File: src/rtl/bac_io_pkg.sv
// Shared definitions for the BAC-02 I/O peripherals: status bit positions,
// serial FSM state encoding and register offsets.
package bac_io_pkg;

   localparam int ST_RXAVAIL  = 0;
   localparam int ST_TXREADY  = 1;
   localparam int ST_OVERRUN  = 2;
   localparam int ST_FRAMEERR = 3;

   localparam logic [7:0] OFS_DATA = 8'd0;
   localparam logic [7:0] OFS_STAT = 8'd1;

   typedef enum logic [1:0] {
      IDLE  = 2'd0,
      START = 2'd1,
      DATA  = 2'd2,
      STOP  = 2'd3
   } uart_state_e;

   function automatic logic [7:0] status_byte(input logic frame_err, input logic overrun,
                                              input logic tx_ready, input logic rx_avail);
      logic [7:0] st;
      st              = 8'h00;
      st[ST_FRAMEERR] = frame_err;
      st[ST_OVERRUN]  = overrun;
      st[ST_TXREADY]  = tx_ready;
      st[ST_RXAVAIL]  = rx_avail;
      return st;
   endfunction

endpackage

File: src/rtl/bac_uart_rxbuf.sv
// Receive buffer for bac_uart_io. BAC_UART_RXFIFO_EN selects a 4-entry FIFO;
// otherwise a single holding register. A pop in the same cycle as a push frees room first.
module bac_uart_rxbuf
   import bac_io_pkg::*;
(
   input  logic       clk,
   input  logic       reset,
   input  logic       push,
   input  logic       pop,
   input  logic [7:0] wdata,
   output logic [7:0] rdata,
   output logic       empty,
   output logic       full
);

`ifdef BAC_UART_RXFIFO_EN
   logic [7:0] mem_r [4];
   logic [1:0] wp_r;
   logic [1:0] rp_r;
   logic [2:0] count_r;
   logic       do_pop_s;
   logic       do_push_s;

   assign do_pop_s  = pop && (count_r != 3'd0);
   assign do_push_s = push && ((count_r != 3'd4) || do_pop_s);
   assign rdata     = mem_r[rp_r];
   assign empty     = (count_r == 3'd0);
   assign full      = (count_r == 3'd4);

   // Storage array; contents are don't-care while count is zero.
   always_ff @(posedge clk) begin
      if (do_push_s) begin
         mem_r[wp_r] <= wdata;
      end
   end

   // Pointer and occupancy bookkeeping.
   always_ff @(posedge clk) begin
      if (reset) begin
         wp_r    <= 2'd0;
         rp_r    <= 2'd0;
         count_r <= 3'd0;
      end else begin
         wp_r <= do_push_s ? (wp_r + 2'd1) : wp_r;
         rp_r <= do_pop_s ? (rp_r + 2'd1) : rp_r;
         case ({do_push_s, do_pop_s})
            2'b10:   count_r <= count_r + 3'd1;
            2'b01:   count_r <= count_r - 3'd1;
            default: count_r <= count_r;
         endcase
      end
   end
`else
   logic [7:0] data_r;
   logic       full_r;

   assign rdata = data_r;
   assign empty = !full_r;
   assign full  = full_r;

   // Single holding register; a simultaneous pop lets the new byte replace the old.
   always_ff @(posedge clk) begin
      if (reset) begin
         data_r <= 8'h00;
         full_r <= 1'b0;
      end else if (push && (!full_r || pop)) begin
         data_r <= wdata;
         full_r <= 1'b1;
      end else if (pop) begin
         data_r <= data_r;
         full_r <= 1'b0;
      end else begin
         data_r <= data_r;
         full_r <= full_r;
      end
   end
`endif

endmodule

File: src/rtl/bac_uart_io.sv
// I/O-mapped 8N1 UART for the BAC-02 bus: data at BASE, status at BASE+1.
// Optional BAC_UART_RXFIFO_EN deepens the receive buffer (see bac_uart_rxbuf).
module bac_uart_io
   import bac_io_pkg::*;
#(
   parameter logic [7:0] BASE    = 8'h00,
   parameter int         DIVIDER = 217
) (
   input  logic       clk,
   input  logic       reset,
   input  logic [7:0] io_addr,
   input  logic [7:0] io_wdata,
   input  logic       io_wr,
   input  logic       io_rd,
   output logic [7:0] io_rdata,
   output logic       io_sel,
   output logic       txd,
   input  logic       rxd
);

   localparam int            CW        = $clog2(DIVIDER);
   localparam logic [CW-1:0] BIT_LOAD  = CW'(DIVIDER - 1);
   localparam logic [CW-1:0] HALF_LOAD = CW'(DIVIDER / 2 - 1);
   localparam logic [CW-1:0] CNT_ZERO  = CW'(0);
   localparam logic [CW-1:0] CNT_ONE   = CW'(1);
   localparam logic [7:0]    ADDR_DATA = BASE + OFS_DATA;
   localparam logic [7:0]    ADDR_STAT = BASE + OFS_STAT;

   uart_state_e   tx_state_r, rx_state_r;
   logic [CW-1:0] tx_cnt_r, rx_cnt_r;
   logic [2:0]    tx_bit_r, rx_bit_r;
   logic [7:0]    tx_shift_r, rx_shift_r;
   logic          tx_go_r, txd_r;
   logic          rx_sync1_r, rx_sync2_r, rx_prev_r;
   logic          overrun_r, frame_err_r;
   logic          tx_ready_s, wr_data_s, rd_data_s, rd_stat_s, pop_s, push_s;
   logic          rx_tick_s, frame_set_s, buf_empty_s, buf_full_s;
   logic [7:0]    buf_rdata_s, status_s;

   assign txd         = txd_r;
   assign tx_ready_s  = (tx_state_r == IDLE) && !tx_go_r;
   assign wr_data_s   = io_wr && (io_addr == ADDR_DATA);
   assign rd_data_s   = io_rd && (io_addr == ADDR_DATA);
   assign rd_stat_s   = io_rd && (io_addr == ADDR_STAT);
   assign pop_s       = rd_data_s && !buf_empty_s;
   assign rx_tick_s   = (rx_cnt_r == CNT_ZERO);
   assign push_s      = (rx_state_r == STOP) && rx_tick_s && rx_sync2_r;
   assign frame_set_s = (rx_state_r == STOP) && rx_tick_s && !rx_sync2_r;
   assign status_s    = status_byte(frame_err_r, overrun_r, tx_ready_s, !buf_empty_s);
   assign io_sel      = (io_addr == ADDR_DATA) || (io_addr == ADDR_STAT);

   // Combinational read mux: the CPU latches din at the edge ending the IN.
   always_comb begin
      io_rdata = 8'h00;
      if (io_addr == ADDR_DATA) begin
         io_rdata = buf_empty_s ? 8'h00 : buf_rdata_s;
      end else if (io_addr == ADDR_STAT) begin
         io_rdata = status_s;
      end else begin
         io_rdata = 8'h00;
      end
   end

   // Transmitter; the one-cycle go stage makes txd fall one edge after the write.
   always_ff @(posedge clk) begin
      if (reset) begin
         tx_state_r <= IDLE;
         tx_go_r    <= 1'b0;
         tx_cnt_r   <= CNT_ZERO;
         tx_bit_r   <= 3'd0;
         tx_shift_r <= 8'h00;
         txd_r      <= 1'b1;
      end else begin
         case (tx_state_r)
            IDLE: begin
               if (tx_go_r) begin
                  tx_go_r    <= 1'b0;
                  tx_state_r <= START;
                  tx_cnt_r   <= BIT_LOAD;
                  tx_bit_r   <= 3'd0;
                  txd_r      <= 1'b0;
               end else if (wr_data_s) begin
                  tx_go_r    <= 1'b1;
                  tx_shift_r <= io_wdata;
                  txd_r      <= 1'b1;
               end else begin
                  txd_r <= 1'b1;
               end
            end
            START: begin
               if (tx_cnt_r == CNT_ZERO) begin
                  tx_state_r <= DATA;
                  tx_cnt_r   <= BIT_LOAD;
                  txd_r      <= tx_shift_r[0];
                  tx_shift_r <= {1'b0, tx_shift_r[7:1]};
               end else begin
                  tx_cnt_r <= tx_cnt_r - CNT_ONE;
               end
            end
            DATA: begin
               if (tx_cnt_r == CNT_ZERO) begin
                  tx_cnt_r <= BIT_LOAD;
                  if (tx_bit_r == 3'd7) begin
                     tx_state_r <= STOP;
                     txd_r      <= 1'b1;
                  end else begin
                     tx_bit_r   <= tx_bit_r + 3'd1;
                     txd_r      <= tx_shift_r[0];
                     tx_shift_r <= {1'b0, tx_shift_r[7:1]};
                  end
               end else begin
                  tx_cnt_r <= tx_cnt_r - CNT_ONE;
               end
            end
            STOP: begin
               if (tx_cnt_r == CNT_ZERO) begin
                  tx_state_r <= IDLE;
                  txd_r      <= 1'b1;
               end else begin
                  tx_cnt_r <= tx_cnt_r - CNT_ONE;
               end
            end
            default: begin
               tx_state_r <= IDLE;
               tx_go_r    <= 1'b0;
               txd_r      <= 1'b1;
            end
         endcase
      end
   end

   // Two-flop synchronizer plus a delayed copy for falling-edge detection.
   always_ff @(posedge clk) begin
      if (reset) begin
         rx_sync1_r <= 1'b1;
         rx_sync2_r <= 1'b1;
         rx_prev_r  <= 1'b1;
      end else begin
         rx_sync1_r <= rxd;
         rx_sync2_r <= rx_sync1_r;
         rx_prev_r  <= rx_sync2_r;
      end
   end

   // Receiver: half-bit wait to centre samples, then one sample per bit period.
   always_ff @(posedge clk) begin
      if (reset) begin
         rx_state_r <= IDLE;
         rx_cnt_r   <= CNT_ZERO;
         rx_bit_r   <= 3'd0;
         rx_shift_r <= 8'h00;
      end else begin
         case (rx_state_r)
            IDLE: begin
               if (rx_prev_r && !rx_sync2_r) begin
                  rx_state_r <= START;
                  rx_cnt_r   <= HALF_LOAD;
               end else begin
                  rx_state_r <= IDLE;
               end
            end
            START: begin
               if (rx_tick_s) begin
                  rx_state_r <= rx_sync2_r ? IDLE : DATA;
                  rx_cnt_r   <= BIT_LOAD;
                  rx_bit_r   <= 3'd0;
               end else begin
                  rx_cnt_r <= rx_cnt_r - CNT_ONE;
               end
            end
            DATA: begin
               if (rx_tick_s) begin
                  rx_shift_r <= {rx_sync2_r, rx_shift_r[7:1]};
                  rx_cnt_r   <= BIT_LOAD;
                  rx_bit_r   <= rx_bit_r + 3'd1;
                  rx_state_r <= (rx_bit_r == 3'd7) ? STOP : DATA;
               end else begin
                  rx_cnt_r <= rx_cnt_r - CNT_ONE;
               end
            end
            STOP: begin
               if (rx_tick_s) begin
                  rx_state_r <= IDLE;
               end else begin
                  rx_cnt_r <= rx_cnt_r - CNT_ONE;
               end
            end
            default: rx_state_r <= IDLE;
         endcase
      end
   end

   // Sticky error flags: a set in the same cycle as a status read wins.
   always_ff @(posedge clk) begin
      if (reset) begin
         overrun_r   <= 1'b0;
         frame_err_r <= 1'b0;
      end else begin
         if (push_s && buf_full_s && !pop_s) begin
            overrun_r <= 1'b1;
         end else if (rd_stat_s) begin
            overrun_r <= 1'b0;
         end else begin
            overrun_r <= overrun_r;
         end
         if (frame_set_s) begin
            frame_err_r <= 1'b1;
         end else if (rd_stat_s) begin
            frame_err_r <= 1'b0;
         end else begin
            frame_err_r <= frame_err_r;
         end
      end
   end

   bac_uart_rxbuf u_rxbuf (
      .clk   (clk),
      .reset (reset),
      .push  (push_s),
      .pop   (pop_s),
      .wdata (rx_shift_r),
      .rdata (buf_rdata_s),
      .empty (buf_empty_s),
      .full  (buf_full_s)
   );

endmodule

File: config.mk
export PLATFORM = sky130hd
export DESIGN_NAME = bac_uart_io
export DESIGN_NICKNAME = d
export VERILOG_FILES = /design/src/rtl/bac_io_pkg.sv /design/src/rtl/bac_uart_rxbuf.sv /design/src/rtl/bac_uart_io.sv
export SDC_FILE = /design/constraint.sdc
export NUM_CORES = 1
export LEC_CHECK = 0
export ABC_CLOCK_PERIOD_IN_PS = 5750
export CORE_MARGIN = 5
export CORE_UTILIZATION = 30
export DETAILED_ROUTE_END_ITERATION = 6
export GPL_ROUTABILITY_DRIVEN = 0
export GPL_TIMING_DRIVEN = 0
export HOLD_SLACK_MARGIN = 0.1
export PLACE_DENSITY = 0.44
export RECOVER_POWER = 50
export SKIP_CTS_REPAIR_TIMING = 1
export SYNTH_ARGS = -nofsm -noshare
export SYNTH_HDL_FRONTEND = slang
export SYNTH_SLANG_ARGS = --single-unit
export TNS_END_PERCENT = 10
File: constraint.sdc
create_clock -name clk -period 5.75 [get_ports clk]
set_clock_uncertainty 0.15 [all_clocks]
set_input_delay 1.15 -clock clk [delete_from_list [all_inputs] [get_ports clk]]
set_output_delay 1.15 -clock clk [all_outputs]
set_load 0.02 [all_outputs]
==> run metrics, run 1 <==
total negative slack for setup checks=0 ns; filler instances=1,088; share of the yosys chip area belonging to registers=0.376; cell area after synthesis=3090 µm²; Cell variety after synth=62; cells after synthesis=355; Crit path arrival time=3.41 ns; Setup Crit Path Kind=input pin to primary output; Clock Latency Late Sink=0.33 ns; DR vias=2,717; Placed Instances=521; Syn Nets=391; worst slew margin relative to its limit=0.526; static leakage=1.34 nW; TritonCTS buffer count=9; final slew viol count=0; floorplan core area=10,200 µm²; first-pass iteration count of the detailed router=4; worst path bufs/invs=3; post-DP HPWL=5870 µm; fmax=212 MHz; fraction of synthesized cell area taken by the top area cell type=0.376; net switching share of the total power=0.346; maximum VDD drop=0.000131 V; synth warn=0; pre-CTS setup slack=0.999 ns; Area growth syn-to-layout=23.2%; net load switching power=0.496 mW; most common cell type on the critical path=sky130_fd_sc_hd__clkdlybuf4s50_1; chip width=112 µm; crit path cell chain=clkdlybuf4s50_1, nor4_4, and3_1, clkbuf_1, a32o_1, clkdlybuf4s50_1; min cycle time layout=4.71 ns; number of setup violations in the final report=0; remaining routing DRC violations=0; chip height=112 µm; count of pins on the block boundary=31; syn avg cell area=8.71 µm²; outcome=complete, no violations; clock tree from TritonCTS=yes; library cell occupying the most area in the post-synthesis netlist=sky130_fd_sc_hd__dfxtp_1; internal power contribution=0.939 mW; dominant cells by area after synthesis=sky130_fd_sc_hd__dfxtp_1 38%, sky130_fd_sc_hd__a21oi_1 6.2%, sky130_fd_sc_hd__ha_1 6.1%; global-route usage over all layers=0.135; first-pass GRT wire length=13,700 µm; number of H-tree branching levels=3; most frequent standard cell in the layout excluding fill and tap cells=sky130_fd_sc_hd__dfxtp_1; transition time at the pin with the least slew margin=0.711 ns; max incr delay on CP=0.61 ns; CP endpoint kind=primary output; number of diodes added for antenna fixing=0; number of antenna violations at the first check in global routing=0; share of async-settable or async-resettable flops after synthesis=0; vias in the first global route=2,736; part of the total power dissipated in sequential elements=0.346; complex-gate fraction of the synthesized area=0.231; final hold slack=0.267 ns; share of total power in combinational logic=0.319; clock-pin slew on the worst setup and hold paths=0.07 ns; Worst Path Max Fanout=7; Starting Density=0.304; largest net degree at the start of global routing=11; power per cell area=377 nW/µm²; number of synthesized flops with an enable pin=0; Main synth FF type=sky130_fd_sc_hd__dfxtp_1; mux contribution to synthesized area=0.0522; commonest non-fill, non-tap cells in the layout=58 x sky130_fd_sc_hd__dfxtp_1, 38 x sky130_fd_sc_hd__a21oi_1, 29 x sky130_fd_sc_hd__nand2_1; max-capacitance violation count=0; footprint of the flip-flops and latches=1160 µm²; xor and xnor area share after synthesis=0.00567; number of non-filler instances in the completed layout=537; overflow left after global routing=0; clock root buffer=sky130_fd_sc_hd__clkbuf_8; Clk network pwr share=0.335; Final nets=432; combinational family with the most area after synthesis=compound AO/OA/AOI/OAI gates; data required time of the worst path=4.45 ns; Worst Slack Setup Final=1.04 ns; standard cell with the maximum stage delay on the critical path=sky130_fd_sc_hd__clkdlybuf4s50_1; RSZ-0062 raised after global routing=false; Largest delay share family, worst path=buffers and inverters; Wirelength per Cell=15.2 µm; FP Rows=37; total number of clock tree sinks=58; residual antenna-violating net count after detailed routing=0; post-synthesis simple-gate area fraction=0.229; Routed WL=8140 µm; total count of hold-check failures in the final report=0; share of cells above drive strength 1=0.117; synthesis-stage register bit count=58; Adder-Cell Fraction of Synth Area=0.0607; Port Buf Inserts=30; Hold Path Class=flip-flop to flip-flop; area of the die=12,400 µm²; area used by multi-input combinational logic=1780 µm²; overall power after layout=1.44 mW; buffer depth of the longest clock path=2; DR iter-0 viols=168; fin crit share=0.818; post-DR vias/cell=5.06; type of element launching the critical path=input pin
-- worst register-to-register path, stage by stage, from the launching register on --
cell	delay, ns
sky130_fd_sc_hd__dfxtp_1	0.40
sky130_fd_sc_hd__inv_1	0.10
sky130_fd_sc_hd__ha_1	0.29
sky130_fd_sc_hd__clkbuf_1	0.32
sky130_fd_sc_hd__nor2_1	0.51
sky130_fd_sc_hd__a211oi_1	0.09
sky130_fd_sc_hd__o31ai_1	0.41
sky130_fd_sc_hd__nor2_1	0.10
-- metal layers --
layer / global-route usage / vias to the layer above / part of all wire
met5: 0 / - / 0
met4: 0.0446 / 0 / 0.012
met3: 0.0391 / 8 / 0.036
met2: 0.199 / 49 / 0.44
met1: 0.189 / 1273 / 0.51
li1: - / 1387 / -
-- area by class of cell --
class                           count  area share
Buffer                             20      0.0223
Clock buffer                       11      0.0398
Clock inverter                      5      0.0263
Inverter                           15      0.0148
Multi-Input combinational cell    262       0.468
Sequential cell                    58       0.305
Tap cell                          136      0.0447
Timing Repair Buffer               30      0.0788
-- power by group through the flow --
stage | Clock, mW | Combinational (mW) | Sequential [mW]
after detailed placement | 0 | 0.463 | 0.505
after global placement | 0 | 0.464 | 0.504
final | 0.481 | 0.457 | 0.496
after CTS | 0.498 | 0.465 | 0.496
after global routing | 0.516 | 0.511 | 0.505
after floorplan | 0 | 0.340 | 0.497
-- final timing paths --
check,start,to,slack (ns),depth (start not counted)
worst max-delay path,io_addr[0],io_rdata[1],1.04,6
worst min-delay path,rx_sync1_r,rx_sync2_r,0.27,1
worst max register to register,tx_state_r[0],tx_cnt_r[0],3.27,7
worst min register to register,rx_sync1_r,rx_sync2_r,0.27,1
-- synthesized netlist by cell type (2+ instances only) --
cell type,count
sky130_fd_sc_hd__a211oi_1,4
sky130_fd_sc_hd__a21oi_1,38
sky130_fd_sc_hd__a221oi_1,4
sky130_fd_sc_hd__a22o_1,4
sky130_fd_sc_hd__a22oi_1,2
sky130_fd_sc_hd__a31oi_1,8
sky130_fd_sc_hd__a32o_1,3
sky130_fd_sc_hd__and2_1,7
sky130_fd_sc_hd__and3_1,2
sky130_fd_sc_hd__buf_1,2
sky130_fd_sc_hd__buf_2,2
sky130_fd_sc_hd__clkbuf_1,14
sky130_fd_sc_hd__dfxtp_1,58
sky130_fd_sc_hd__ha_1,15
sky130_fd_sc_hd__inv_1,14
sky130_fd_sc_hd__mux2i_1,15
sky130_fd_sc_hd__nand2_1,29
sky130_fd_sc_hd__nand2b_1,3
sky130_fd_sc_hd__nand3_1,14
sky130_fd_sc_hd__nand3b_1,2
sky130_fd_sc_hd__nand4_1,5
sky130_fd_sc_hd__nand4b_1,2
sky130_fd_sc_hd__nor2_1,20
sky130_fd_sc_hd__nor2b_1,4
sky130_fd_sc_hd__nor3_1,9
sky130_fd_sc_hd__nor4_2,2
sky130_fd_sc_hd__nor4_4,2
sky130_fd_sc_hd__o21ai_0,20
sky130_fd_sc_hd__o221a_2,5
sky130_fd_sc_hd__o31ai_1,3
sky130_fd_sc_hd__or2_2,4
sky130_fd_sc_hd__or3_1,3
sky130_fd_sc_hd__or3_2,6
sky130_fd_sc_hd__or4_1,2
-- sequential cells by signal, summed over array words and instances (netlist names), 2 cells and up, named ones only --
signal         count
rx_cnt_r           8
rx_bit_r           3
tx_shift_r         8
tx_state_r         2
tx_cnt_r           8
rx_shift_r         8
tx_bit_r           3
u_rxbuf.rdata      8
-- stage by stage --
stage | util | area [µm²]
finish | 0.374 | 3810
floorplan | - | 3090
global route | 0.374 | 3810
global placement | 0.350 | 3560
CTS | 0.374 | 3810
detailed placement | 0.350 | 3560
-- logic make-up (layout without fill, tap and decap cells) --
group           Yosys count  count (layout)
buf+inv                  35              81
xor+xnor                  2               2
flops                    58              58
compound gates          106             106
mux                      16              16
simple gates            123             123
fa+ha+maj                15              15
No activity file was read; power rests on OpenSTA's default activity.
==> inputs of run 2 (changes only) <==
Settings changed: ABC_CLOCK_PERIOD_IN_PS 5750 to 4000, PLACE_DENSITY 0.44 to 0.46.
Clock period 5.75 ns to 4 ns, I/O delays scaled along.
==> run 2 against run 1 <==
Net effect:
- core utilization fell by 0.60 points
- final cell count did not move
- worst setup slack got worse by 0.94 ns
- highest routed layer unchanged
- count of clock-buffer cells in the layout fell by 2
- power rose by 33%
- routed wire length fell by 0.15%
- design area fell by 1.6%
==> run metrics, run 2 (same netlist as run 1, synthesis figures left out) <==
outcome=complete, no violations (unchanged); type of element launching the critical path=input pin (unchanged); Worst Slack Setup Final=0.103 ns (was 1.04 ns); total count of hold-check failures in the final report=0 (unchanged); chip height=112 µm (unchanged); destination of the worst register-to-register timing path=tx_shift_r[6] (was tx_cnt_r[0]); min cycle time layout=3.90 ns; data required time of the worst path=3.05 ns (was 4.45 ns); post-place instance area=3560 µm² (unchanged); buffer depth of the longest clock path=2 (unchanged); start of the worst register-to-register path=tx_cnt_r[0] (was tx_state_r[0]); maximum VDD drop=0.000178 V (was 0.000131 V); fin crit share=0.974; Wirelength per Cell=15.1 µm (was 15.2 µm); total number of clock tree sinks=58 (unchanged); clock root buffer=sky130_fd_sc_hd__clkbuf_8 (unchanged); DR iter-0 viols=96 (was 168); source of the critical timing path=io_addr[0] (unchanged); total negative slack for setup checks=0 ns (unchanged); vias in the first global route=2,627 (was 2,736); filler instances=1,091 (was 1,088); final slew viol count=0 (unchanged); area used by multi-input combinational logic=1770 µm² (was 1780 µm²); Final Instance Area=3750 µm² (was 3810 µm²); count of pins on the block boundary=31 (unchanged); FP Rows=37 (unchanged); Routed WL=8130 µm (was 8140 µm); most common cell type on the critical path=sky130_fd_sc_hd__clkdlybuf4s50_1 (unchanged); capturing instance or port of the critical path=io_rdata[1] (unchanged); max incr delay on CP=0.61 ns (about the same); Crit path arrival time=2.95 ns (was 3.41 ns); max-capacitance violation count=0 (unchanged); launch instance of the worst min-delay path=rx_sync1_r (unchanged); DR vias=2,762 (was 2,717); static leakage=1.30 nW (was 1.34 nW); footprint of the flip-flops and latches=1160 µm² (unchanged); global-route usage over all layers=0.132 (was 0.135); post-DR vias/cell=5.14 (was 5.06); Area growth syn-to-layout=21.2% (was 23.2%); overflow left after global routing=0 (unchanged); floorplan core area=10,200 µm² (unchanged); first-pass iteration count of the detailed router=4 (unchanged); number of H-tree branching levels=3 (unchanged); first-pass GRT wire length=13,600 µm (was 13,700 µm); number of diodes added for antenna fixing=0 (unchanged); commonest non-fill, non-tap cells in the layout=58 x sky130_fd_sc_hd__dfxtp_1, 38 x sky130_fd_sc_hd__a21oi_1, 29 x sky130_fd_sc_hd__nand2_1 (unchanged); post-DP HPWL=5800 µm (was 5870 µm); flop-to-flop setup slack=1.24 ns (was 3.27 ns); area of the die=12,400 µm² (unchanged); number of antenna violations at the first check in global routing=0 (unchanged); Final nets=432 (unchanged); final hold slack=0.272 ns (was 0.267 ns); clock tree from TritonCTS=yes (unchanged); chip width=112 µm (unchanged); fmax=257 MHz; overall power after layout=1.91 mW (was 1.44 mW); Clock Latency Late Sink=0.34 ns (was 0.33 ns); Port Buf Inserts=30 (unchanged); power per cell area=510 nW/µm² (was 377 nW/µm²); most frequent standard cell in the layout excluding fill and tap cells=sky130_fd_sc_hd__dfxtp_1 (unchanged); transition time at the pin with the least slew margin=0.961 ns (was 0.711 ns); pre-CTS setup slack=-0.0110 ns (was 0.999 ns); number of setup violations in the final report=0 (unchanged); TritonCTS buffer count=9 (unchanged); share of cells above drive strength 1=0.112 (was 0.117); largest net degree at the start of global routing=13 (was 11); count of cells along the worst register-to-register path=7 (unchanged); CP endpoint kind=primary output (unchanged); Starting Density=0.304 (unchanged); fin util=0.368 (was 0.374); residual antenna-violating net count after detailed routing=0 (unchanged); RSZ-0062 raised after global routing=false (unchanged); number of non-filler instances in the completed layout=537 (unchanged); Hold Path Class=flip-flop to flip-flop (unchanged); clock-pin slew on the worst setup and hold paths=0.07 ns (about the same); worst slew margin relative to its limit=0.358 (was 0.526); Placed Instances=521 (unchanged); crit path cell chain=clkdlybuf4s50_1, nor4_4, and3_1, clkbuf_1, a32o_1, clkdlybuf4s50_1 (unchanged); standard cell with the maximum stage delay on the critical path=sky130_fd_sc_hd__clkdlybuf4s50_1 (unchanged); remaining routing DRC violations=0 (unchanged); Setup Crit Path Kind=input pin to primary output (unchanged); Worst Path Max Fanout=7 (unchanged)
[run 2: cell count changes in the layout (fill, tap and decap cells not counted), sizes merged]
cell      delta
buf          -1
clkinvlp     +3
bufinv       -2
clkbuf       -1
inv          +1
[run 2: layout make-up]
type,instances,area share
repair buffers,30,0.0801
plain buffers,20,0.0224
flip-flops and latches,58,0.310
multi-input cells,262,0.473
clock inverters,7,0.0210
clock buffers,9,0.0331
well taps,136,0.0454
inverters,15,0.0150
[run 2: power by group]
part / switching [mW] / internal (mW) / leakage (nW) / total, mW
sequential: 0.0622 / 0.644 / 0.470 / 0.706
clock: 0.269 / 0.291 / 0.0921 / 0.561
combinational: 0.394 / 0.248 / 0.734 / 0.643
total: 0.726 / 1.18 / 1.30 / 1.91
[run 2: routing by layer]
metal | global-route usage | up-vias | routed length [µm] | share of wire
met5 | 0 | - | 0 | 0
met3 | 0.0321 | 6 | 223 | 0.027
met2 | 0.193 | 48 | 3660 | 0.45
met4 | 0.0438 | 0 | 62 | 0.0076
li1 | - | 1393 | - | -
met1 | 0.191 | 1315 | 4180 | 0.51
[run 2: worst min path at each step]
stage / endpoint / slack (ns) / cells past startpoint
detailed placement: rx_sync2_r / 0.25 / 1
global placement: rx_sync2_r / 0.25 / 1
floorplan: rx_sync2_r / 0.24 / 1
global route: rx_sync2_r / 0.31 / 1
CTS: rx_sync2_r / 0.28 / 1
finish: rx_sync2_r / 0.27 / 1
[run 2: critical path: cells and delay by family]
family | cells | cell delay [ns]
AOI/OAI and AO/OA | 1 | 0.20
buffers and inverters | 3 | 1.44
and+or+nand+nor | 2 | 0.50
==> inputs of run 3 (changes only) <==
Settings changed: ABC_CLOCK_PERIOD_IN_PS 4000 to unset.
==> results of run 3 <==
Same layout as run 2: the final DEF is identical, and so are final timing and power.
